`config.mk`:
```
export PLATFORM = sky130hd
export DESIGN_NAME = hand_signal_encoder_flat
export DESIGN_NICKNAME = d
export VERILOG_FILES = /design/src/rtl/hand_signal_encoder_if.sv /design/src/rtl/hand_signal_encoder.sv /design/src/flat_wrapper.sv
export SDC_FILE = /design/constraint.sdc
export NUM_CORES = 1
export LEC_CHECK = 0
export ABC_AREA = 1
export CORE_MARGIN = 4
export CORE_UTILIZATION = 54
export CTS_CLUSTER_DIAMETER = 100
export CTS_CLUSTER_SIZE = 30
export DETAILED_ROUTE_END_ITERATION = 8
export PLACE_DENSITY = 0.84
export SLEW_MARGIN = 40
export SYNTH_ARGS = -nofsm -noshare
export SYNTH_HDL_FRONTEND = slang
export SYNTH_SLANG_ARGS = --single-unit
```
`constraint.sdc`:
```
create_clock -name clk_in -period 3.9 [get_ports clk_in]
set_input_delay 0.585 -clock clk_in [delete_from_list [all_inputs] [get_ports clk_in]]
set_output_delay 0.585 -clock clk_in [all_outputs]
set_load 0.05 [all_outputs]
```
`src/rtl/hand_signal_encoder_if.sv`:
```
// Frame-result inputs and gesture-code outputs of hand_signal_encoder, bundled with
// master (hand-detection side) and slave (encoder side) modports.
interface hand_signal_encoder_if #(
  parameter int X_WIDTH = 11,
  parameter int Y_WIDTH = 10
);
  // frame_done_in is a one-cycle valid with no ready: the encoder takes it only when idle,
  // otherwise it is dropped and overrun_out latches. new_data_out is a one-cycle valid for
  // data_out with no back-pressure; the consumer must take it in that cycle.
  logic               frame_done_in;
  logic               hand_valid_in;
  logic [X_WIDTH-1:0] hand_x_in;
  logic [Y_WIDTH-1:0] hand_y_in;
  logic               hand_closed_in;
  logic               new_data_out;
  logic [3:0]         data_out;
  logic               overrun_out;

  modport master (
    output frame_done_in, hand_valid_in, hand_x_in, hand_y_in, hand_closed_in,
    input  new_data_out, data_out, overrun_out
  );

  modport slave (
    input  frame_done_in, hand_valid_in, hand_x_in, hand_y_in, hand_closed_in,
    output new_data_out, data_out, overrun_out
  );
endinterface

```
`src/rtl/hand_signal_encoder.sv`:
```
// Turns per-frame hand centroid / fist state into strobed 4-bit gesture codes.
// Optional emit counter port is enabled by defining HAND_SIGNAL_ENCODER_EMIT_COUNT_EN.
module hand_signal_encoder #(
  parameter int X_WIDTH       = 11,
  parameter int Y_WIDTH       = 10,
  parameter int DEAD_ZONE     = 16,
  parameter int CLOSE_FRAMES  = 8,
  parameter int REPEAT_FRAMES = 2
) (
  input  logic                 clk_in,
  input  logic                 rst_n_in,
  hand_signal_encoder_if.slave bus,
  output logic [1:0]           state_dbg_out
`ifdef HAND_SIGNAL_ENCODER_EMIT_COUNT_EN
  ,
  output logic [15:0]          emit_count_out
`endif
);

  localparam int AW = ((X_WIDTH > Y_WIDTH) ? X_WIDTH : Y_WIDTH) + 1;
  localparam int CW = $clog2(CLOSE_FRAMES + 1);
  localparam int RW = (REPEAT_FRAMES > 1) ? $clog2(REPEAT_FRAMES) : 1;

  localparam logic [3:0] C_IDLE   = 4'd0;
  localparam logic [3:0] C_UP     = 4'd1;
  localparam logic [3:0] C_DOWN   = 4'd2;
  localparam logic [3:0] C_LEFT   = 4'd3;
  localparam logic [3:0] C_RIGHT  = 4'd4;
  localparam logic [3:0] C_FILTER = 4'd5;

  typedef enum logic [1:0] {
    S_IDLE = 2'd0,
    S_CALC = 2'd1,
    S_EMIT = 2'd2
  } state_t;

  state_t             state_q;
  logic [X_WIDTH-1:0] x_q, anchor_x_q;
  logic [Y_WIDTH-1:0] y_q, anchor_y_q;
  logic               valid_q, closed_q, anchor_vld_q;
  logic [CW-1:0]      closed_cnt_q;
  logic [RW-1:0]      rep_cnt_q;
  logic [3:0]         last_code_q;
  logic               new_data_q, overrun_q;
  logic [3:0]         data_q;

  logic signed [X_WIDTH:0] dx_c;
  logic signed [Y_WIDTH:0] dy_c;
  logic [AW-1:0]           adx_c, ady_c;
  logic                    in_dz_c;
  logic [3:0]              dir_c;

  logic          emit_d;
  logic [3:0]    code_d;
  logic [CW-1:0] closed_cnt_d;
  logic [RW-1:0] rep_cnt_d;
  logic          anchor_vld_d;

  // Differences are taken one bit wider than the coordinates so they never wrap.
  always_comb begin
    dx_c    = $signed({1'b0, x_q}) - $signed({1'b0, anchor_x_q});
    dy_c    = $signed({1'b0, y_q}) - $signed({1'b0, anchor_y_q});
    adx_c   = dx_c[X_WIDTH] ? AW'(-dx_c) : AW'(dx_c);
    ady_c   = dy_c[Y_WIDTH] ? AW'(-dy_c) : AW'(dy_c);
    in_dz_c = (adx_c <= AW'(DEAD_ZONE)) && (ady_c <= AW'(DEAD_ZONE));
    if (adx_c >= ady_c) dir_c = dx_c[X_WIDTH] ? C_LEFT : C_RIGHT;
    else                dir_c = dy_c[Y_WIDTH] ? C_UP   : C_DOWN;
  end

  always_comb begin
    emit_d       = 1'b0;
    code_d       = C_IDLE;
    closed_cnt_d = closed_cnt_q;
    rep_cnt_d    = rep_cnt_q;
    anchor_vld_d = anchor_vld_q;
    if (!valid_q) begin
      anchor_vld_d = 1'b0;
      closed_cnt_d = '0;
      rep_cnt_d    = '0;
      emit_d       = (last_code_q != C_IDLE);
    end else if (!anchor_vld_q) begin
      anchor_vld_d = 1'b1;
    end else if (closed_q) begin
      code_d = C_FILTER;
      if (closed_cnt_q != CW'(CLOSE_FRAMES)) begin
        closed_cnt_d = closed_cnt_q + 1'b1;
        emit_d       = (closed_cnt_q == CW'(CLOSE_FRAMES - 1));
      end
    end else if (closed_cnt_q != '0) begin
      // The decoder needs a non-filter code between two filter changes.
      closed_cnt_d = '0;
      emit_d       = (last_code_q == C_FILTER);
    end else if (in_dz_c) begin
      rep_cnt_d = '0;
      emit_d    = (last_code_q >= C_UP) && (last_code_q <= C_RIGHT);
    end else begin
      code_d = dir_c;
      if ((dir_c != last_code_q) || (rep_cnt_q == '0)) begin
        emit_d    = 1'b1;
        rep_cnt_d = RW'(REPEAT_FRAMES - 1);
      end else begin
        rep_cnt_d = rep_cnt_q - 1'b1;
      end
    end
  end

  // The decision is registered on the CALC->EMIT edge so the strobe is live during S_EMIT.
  always_ff @(posedge clk_in) begin
    if (!rst_n_in) begin
      state_q      <= S_IDLE;
      x_q          <= '0;
      y_q          <= '0;
      valid_q      <= 1'b0;
      closed_q     <= 1'b0;
      anchor_x_q   <= '0;
      anchor_y_q   <= '0;
      anchor_vld_q <= 1'b0;
      closed_cnt_q <= '0;
      rep_cnt_q    <= '0;
      last_code_q  <= C_IDLE;
      new_data_q   <= 1'b0;
      data_q       <= C_IDLE;
      overrun_q    <= 1'b0;
    end else begin
      new_data_q <= 1'b0;
      if (bus.frame_done_in && (state_q != S_IDLE)) overrun_q <= 1'b1;
      unique case (state_q)
        S_IDLE: begin
          if (bus.frame_done_in) begin
            x_q      <= bus.hand_x_in;
            y_q      <= bus.hand_y_in;
            valid_q  <= bus.hand_valid_in;
            closed_q <= bus.hand_closed_in;
            state_q  <= S_CALC;
          end
        end
        S_CALC: begin
          closed_cnt_q <= closed_cnt_d;
          rep_cnt_q    <= rep_cnt_d;
          anchor_vld_q <= anchor_vld_d;
          if (valid_q && !anchor_vld_q) begin
            anchor_x_q <= x_q;
            anchor_y_q <= y_q;
          end
          if (emit_d) begin
            new_data_q  <= 1'b1;
            data_q      <= code_d;
            last_code_q <= code_d;
          end
          state_q <= S_EMIT;
        end
        S_EMIT:  state_q <= S_IDLE;
        default: state_q <= S_IDLE;
      endcase
    end
  end

`ifdef HAND_SIGNAL_ENCODER_EMIT_COUNT_EN
  logic [15:0] emit_count_q;

  always_ff @(posedge clk_in) begin
    if (!rst_n_in)                          emit_count_q <= '0;
    else if ((state_q == S_CALC) && emit_d) emit_count_q <= emit_count_q + 16'd1;
  end

  assign emit_count_out = emit_count_q;
`endif

  assign bus.new_data_out = new_data_q;
  assign bus.data_out     = data_q;
  assign bus.overrun_out  = overrun_q;
  assign state_dbg_out    = state_q;

endmodule

```
`src/flat_wrapper.sv`:
```
// flat-port wrapper written by rule: the top's interface ports become plain ports
module hand_signal_encoder_flat 
#(
  parameter int X_WIDTH       = 11,
  parameter int Y_WIDTH       = 10,
  parameter int DEAD_ZONE     = 16,
  parameter int CLOSE_FRAMES  = 8,
  parameter int REPEAT_FRAMES = 2
)
  (clk_in, rst_n_in, state_dbg_out, bus_frame_done_in, bus_hand_valid_in, bus_hand_x_in, bus_hand_y_in, bus_hand_closed_in, bus_new_data_out, bus_data_out, bus_overrun_out);
  hand_signal_encoder_if #(.X_WIDTH(X_WIDTH), .Y_WIDTH(Y_WIDTH)) bus_i ();
  input  logic clk_in;
  input  logic rst_n_in;
  output logic [1:0] state_dbg_out;
  input wire logic [$bits(bus_i.frame_done_in)-1:0] bus_frame_done_in;
  input wire logic [$bits(bus_i.hand_valid_in)-1:0] bus_hand_valid_in;
  input wire logic [$bits(bus_i.hand_x_in)-1:0] bus_hand_x_in;
  input wire logic [$bits(bus_i.hand_y_in)-1:0] bus_hand_y_in;
  input wire logic [$bits(bus_i.hand_closed_in)-1:0] bus_hand_closed_in;
  output wire logic [$bits(bus_i.new_data_out)-1:0] bus_new_data_out;
  output wire logic [$bits(bus_i.data_out)-1:0] bus_data_out;
  output wire logic [$bits(bus_i.overrun_out)-1:0] bus_overrun_out;
  assign bus_i.frame_done_in = bus_frame_done_in;
  assign bus_i.hand_valid_in = bus_hand_valid_in;
  assign bus_i.hand_x_in = bus_hand_x_in;
  assign bus_i.hand_y_in = bus_hand_y_in;
  assign bus_i.hand_closed_in = bus_hand_closed_in;
  assign bus_new_data_out = bus_i.new_data_out;
  assign bus_data_out = bus_i.data_out;
  assign bus_overrun_out = bus_i.overrun_out;
  hand_signal_encoder #(.X_WIDTH(X_WIDTH), .Y_WIDTH(Y_WIDTH), .DEAD_ZONE(DEAD_ZONE), .CLOSE_FRAMES(CLOSE_FRAMES), .REPEAT_FRAMES(REPEAT_FRAMES)) u_core (.clk_in(clk_in), .rst_n_in(rst_n_in), .bus(bus_i), .state_dbg_out(state_dbg_out));
endmodule
```
==> out/results.ini <==
[timing]
rsz0062_at_grt = true
worst_slew_pin_slew_ns = 0.725
setup_tns_ns = -2.39
fin_skew_ns = 0.0112
period_share_pct = 115
final_hold_viol_count = 0
setup_ws_ns = -0.584
fmax_mhz = 223
slew_violations = 0
whs_ns = 0.455
setup_violations = 5
slew_headroom_pct = 51.5
layout_min_cycle_time_ns = 4.48

[min_path]
holdPathEnd = u_core.bus.overrun_out$_SDFFE_PN0P_
hold_depth = 2
min_path_type = reg2reg
hold_start = u_core.bus.overrun_out$_SDFFE_PN0P_

[yosys]
muxShareOfSynthArea_pct = 0
ys.flop_type = dfxtp_1
synth_adder_area_share_pct = 11.4
synth_nets = 735
ys_seq_elements = 57
ys_types = 40
avgSynthCellArea_um2 = 6.42
yosys_warnings = 0
synthCells = 671
synth_compound_area_share_pct = 15.2
synth_top_family_by_area = simple AND/OR/NAND/NOR gates
synthXorXnorAreaFrac_pct = 3.60
syn_area_mm2 = 0.00431
synthArstFlopShare_pct = 0
yosys.area_share.simple_pct = 31.2
synth-seq-area-share_pct = 26.5
synth_edf_count = 0

[status]
violations = setup timing
run_status = finished with violations

[worst_setup_path]
r2r_start = u_core.x_q[0]$_SDFFE_PN0P_
cp-end-kind = flop
crit_fanout = 4
r2r-end = u_core.rep_cnt_q$_SDFFE_PN0P_
reg2regPathDepth = 30
crit_arrival_ns = 4.76
crit_top_cell = nand2_2
r2r_slack_ns = -0.58
setup.worst_path.start = u_core.x_q[0]$_SDFFE_PN0P_
crit_type = reg2reg
critical_path_required_ns = 4.18
slowest_stage = fa_1
max_stage_delay_ns = 0.41
cp-start-kind = flop

[power]
p_per_area_mw_per_mm2 = 525
p_leak_nw = 2.67
ir_drop_mv = 0.267
total_power_mw = 2.95

[die]
rows = 32
die_w_um = 97.3
ios = 34
die-area_mm2 = 0.00947
initial_core_util_pct = 55.7
core_area_mm2 = 0.00773
die_y_um = 97.3

[grt]
grt_first_pass_wirelength_mm = 19.6
track_usage_pct = 24.9
grt_pass1_vias = 4467
antenna_found_initial = 0
grt_max_degree = 39
overflow = 0

[placement]
post-dp-hpwl_mm = 7.88
io_buffers = 32
gp_congestion = 0.906

[final_layout]
antenna_cells = 0
drive_gt1_share_pct = 22.5
fill_cells = 515
layout_common_cells = nand2_1 (126), inv_1 (99), nor2_1 (68)
synthToLayoutAreaGrowth_pct = 30.6
final_common_cell = nand2_1
final_nets = 811

[clock_tree]
h-tree-depth = 3
clockRootBuffer = clkbuf_8
max-clock-path-buffers = 2
clk_pin_slew_worst_paths_ns = 0.08
cts_made_buffers = 9
cts.sinks = 57
cts_tree = done
clock_latency_ns = 0.35

[drt]
drt_wl_total_mm = 14.0
wl_per_cell_um = 16.4
vias_per_cell = 5.89
drc = 0
vias = 5029
ant_nets = 0
drt_iter0_markers = 518
dr.pass1.iters = 5

[job]
max-cap-violations = 0

-- worst max-delay path: cells and delay by family, from the launching register on --
| family | cells | cell delay [ns] |
|---|---|---|
| DFF | 1 | 0.32 |
| AOI/OAI and AO/OA | 4 | 0.63 |
| xor gates and xnor gates | 1 | 0.18 |
| adders and majority gates | 3 | 0.81 |
| buffers and inverters | 5 | 0.49 |
| and+or+nand+nor | 17 | 1.97 |
-- timing repair --
action                                  CTS  global route
endpoints found under the setup margin    5             5
pin swaps                                26            38
setup buffers                            20             8
resized for setup                        25            62
cloned                                    0             0
hold buffers                              0             0
-- kinds of logic after synthesis --
logic type | Yosys count
adders and majority gates | 38
and+or+nand+nor | 302
AOI/OAI and AO/OA | 123
buffers and inverters | 133
xor gates and xnor gates | 16
other | 2
DFF | 57
-- layout make-up --
class,count,area [um^2],area share [%]
well taps,102,128,2.27
flip-flops and latches,57,1140,20.3
inverters,118,452,8.03
clock inverters,5,53.8,0.957
repair buffers,80,684,12.2
clock buffers,11,151,2.69
multi-input cells,481,3010,53.5
-- power breakdown --
part / switching, mW / internal, mW / total, mW
clock network: 0.260 / 0.327 / 0.587
logic: 1.01 / 0.718 / 1.73
registers: 0.0245 / 0.614 / 0.639
-- through the flow --
stage                     util, %  cell area [um^2]  cells  setup WS (ns)
after floorplan                 -              4310    671          0.137
after global placement       62.8              4850    812         -0.115
after detailed placement     62.8              4850    812         -0.386
after CTS                    68.7              5310    847         -0.234
after global routing         72.8              5620    854         -0.838
final                        72.8              5620    854         -0.584
-- Yosys cell counts (all sizes together), types with 7 or more instances --
cell | n | area (um^2)
nand4 | 10 | 62.6
nand2 | 155 | 632
inv | 117 | 439
a21oi | 50 | 258
nor3 | 7 | 50.1
xor2 | 16 | 155
nor2 | 72 | 273
ha | 36 | 450
o21ai | 63 | 319
dfxtp | 57 | 1140
clkbuf | 13 | 48.8
nand3 | 49 | 268
-- routing by layer --
| metal | global-route usage [%] | vias up | part of all wire, % |
|---|---|---|---|
| met3 | 5.10 | 129 | 8.7 |
| met5 | 0 | - | 0 |
| met2 | 43.7 | 364 | 47 |
| met4 | 13.5 | 0 | 7.1 |
| met1 | 28.2 | 2234 | 37 |
| li1 | - | 2302 | - |
-- flip-flops by register name, summed over array words and instances, names as in the netlist, 2 cells and up --
register	cells
u_core.x_q	11
u_core.last_code_q	3
u_core.anchor_y_q	10
u_core.y_q	10
u_core.closed_cnt_q	4
u_core.anchor_x_q	11
u_core.state_dbg_out	2
-- how the worst max path moves through the flow --
stage,slack (ns),to,cells after the start
after CTS,-0.23,u_core.last_code_q[0]$_SDFFE_PN0P_,36
after global routing,-0.84,u_core.rep_cnt_q$_SDFFE_PN0P_,30
after floorplan,0.14,u_core.last_code_q[1]$_SDFFE_PN0P_,34
after global placement,-0.12,u_core.last_code_q[1]$_SDFFE_PN0P_,36
final,-0.58,u_core.rep_cnt_q$_SDFFE_PN0P_,30
after detailed placement,-0.39,u_core.last_code_q[2]$_SDFFE_PN0P_,36
(Power assumes the default switching activity.)
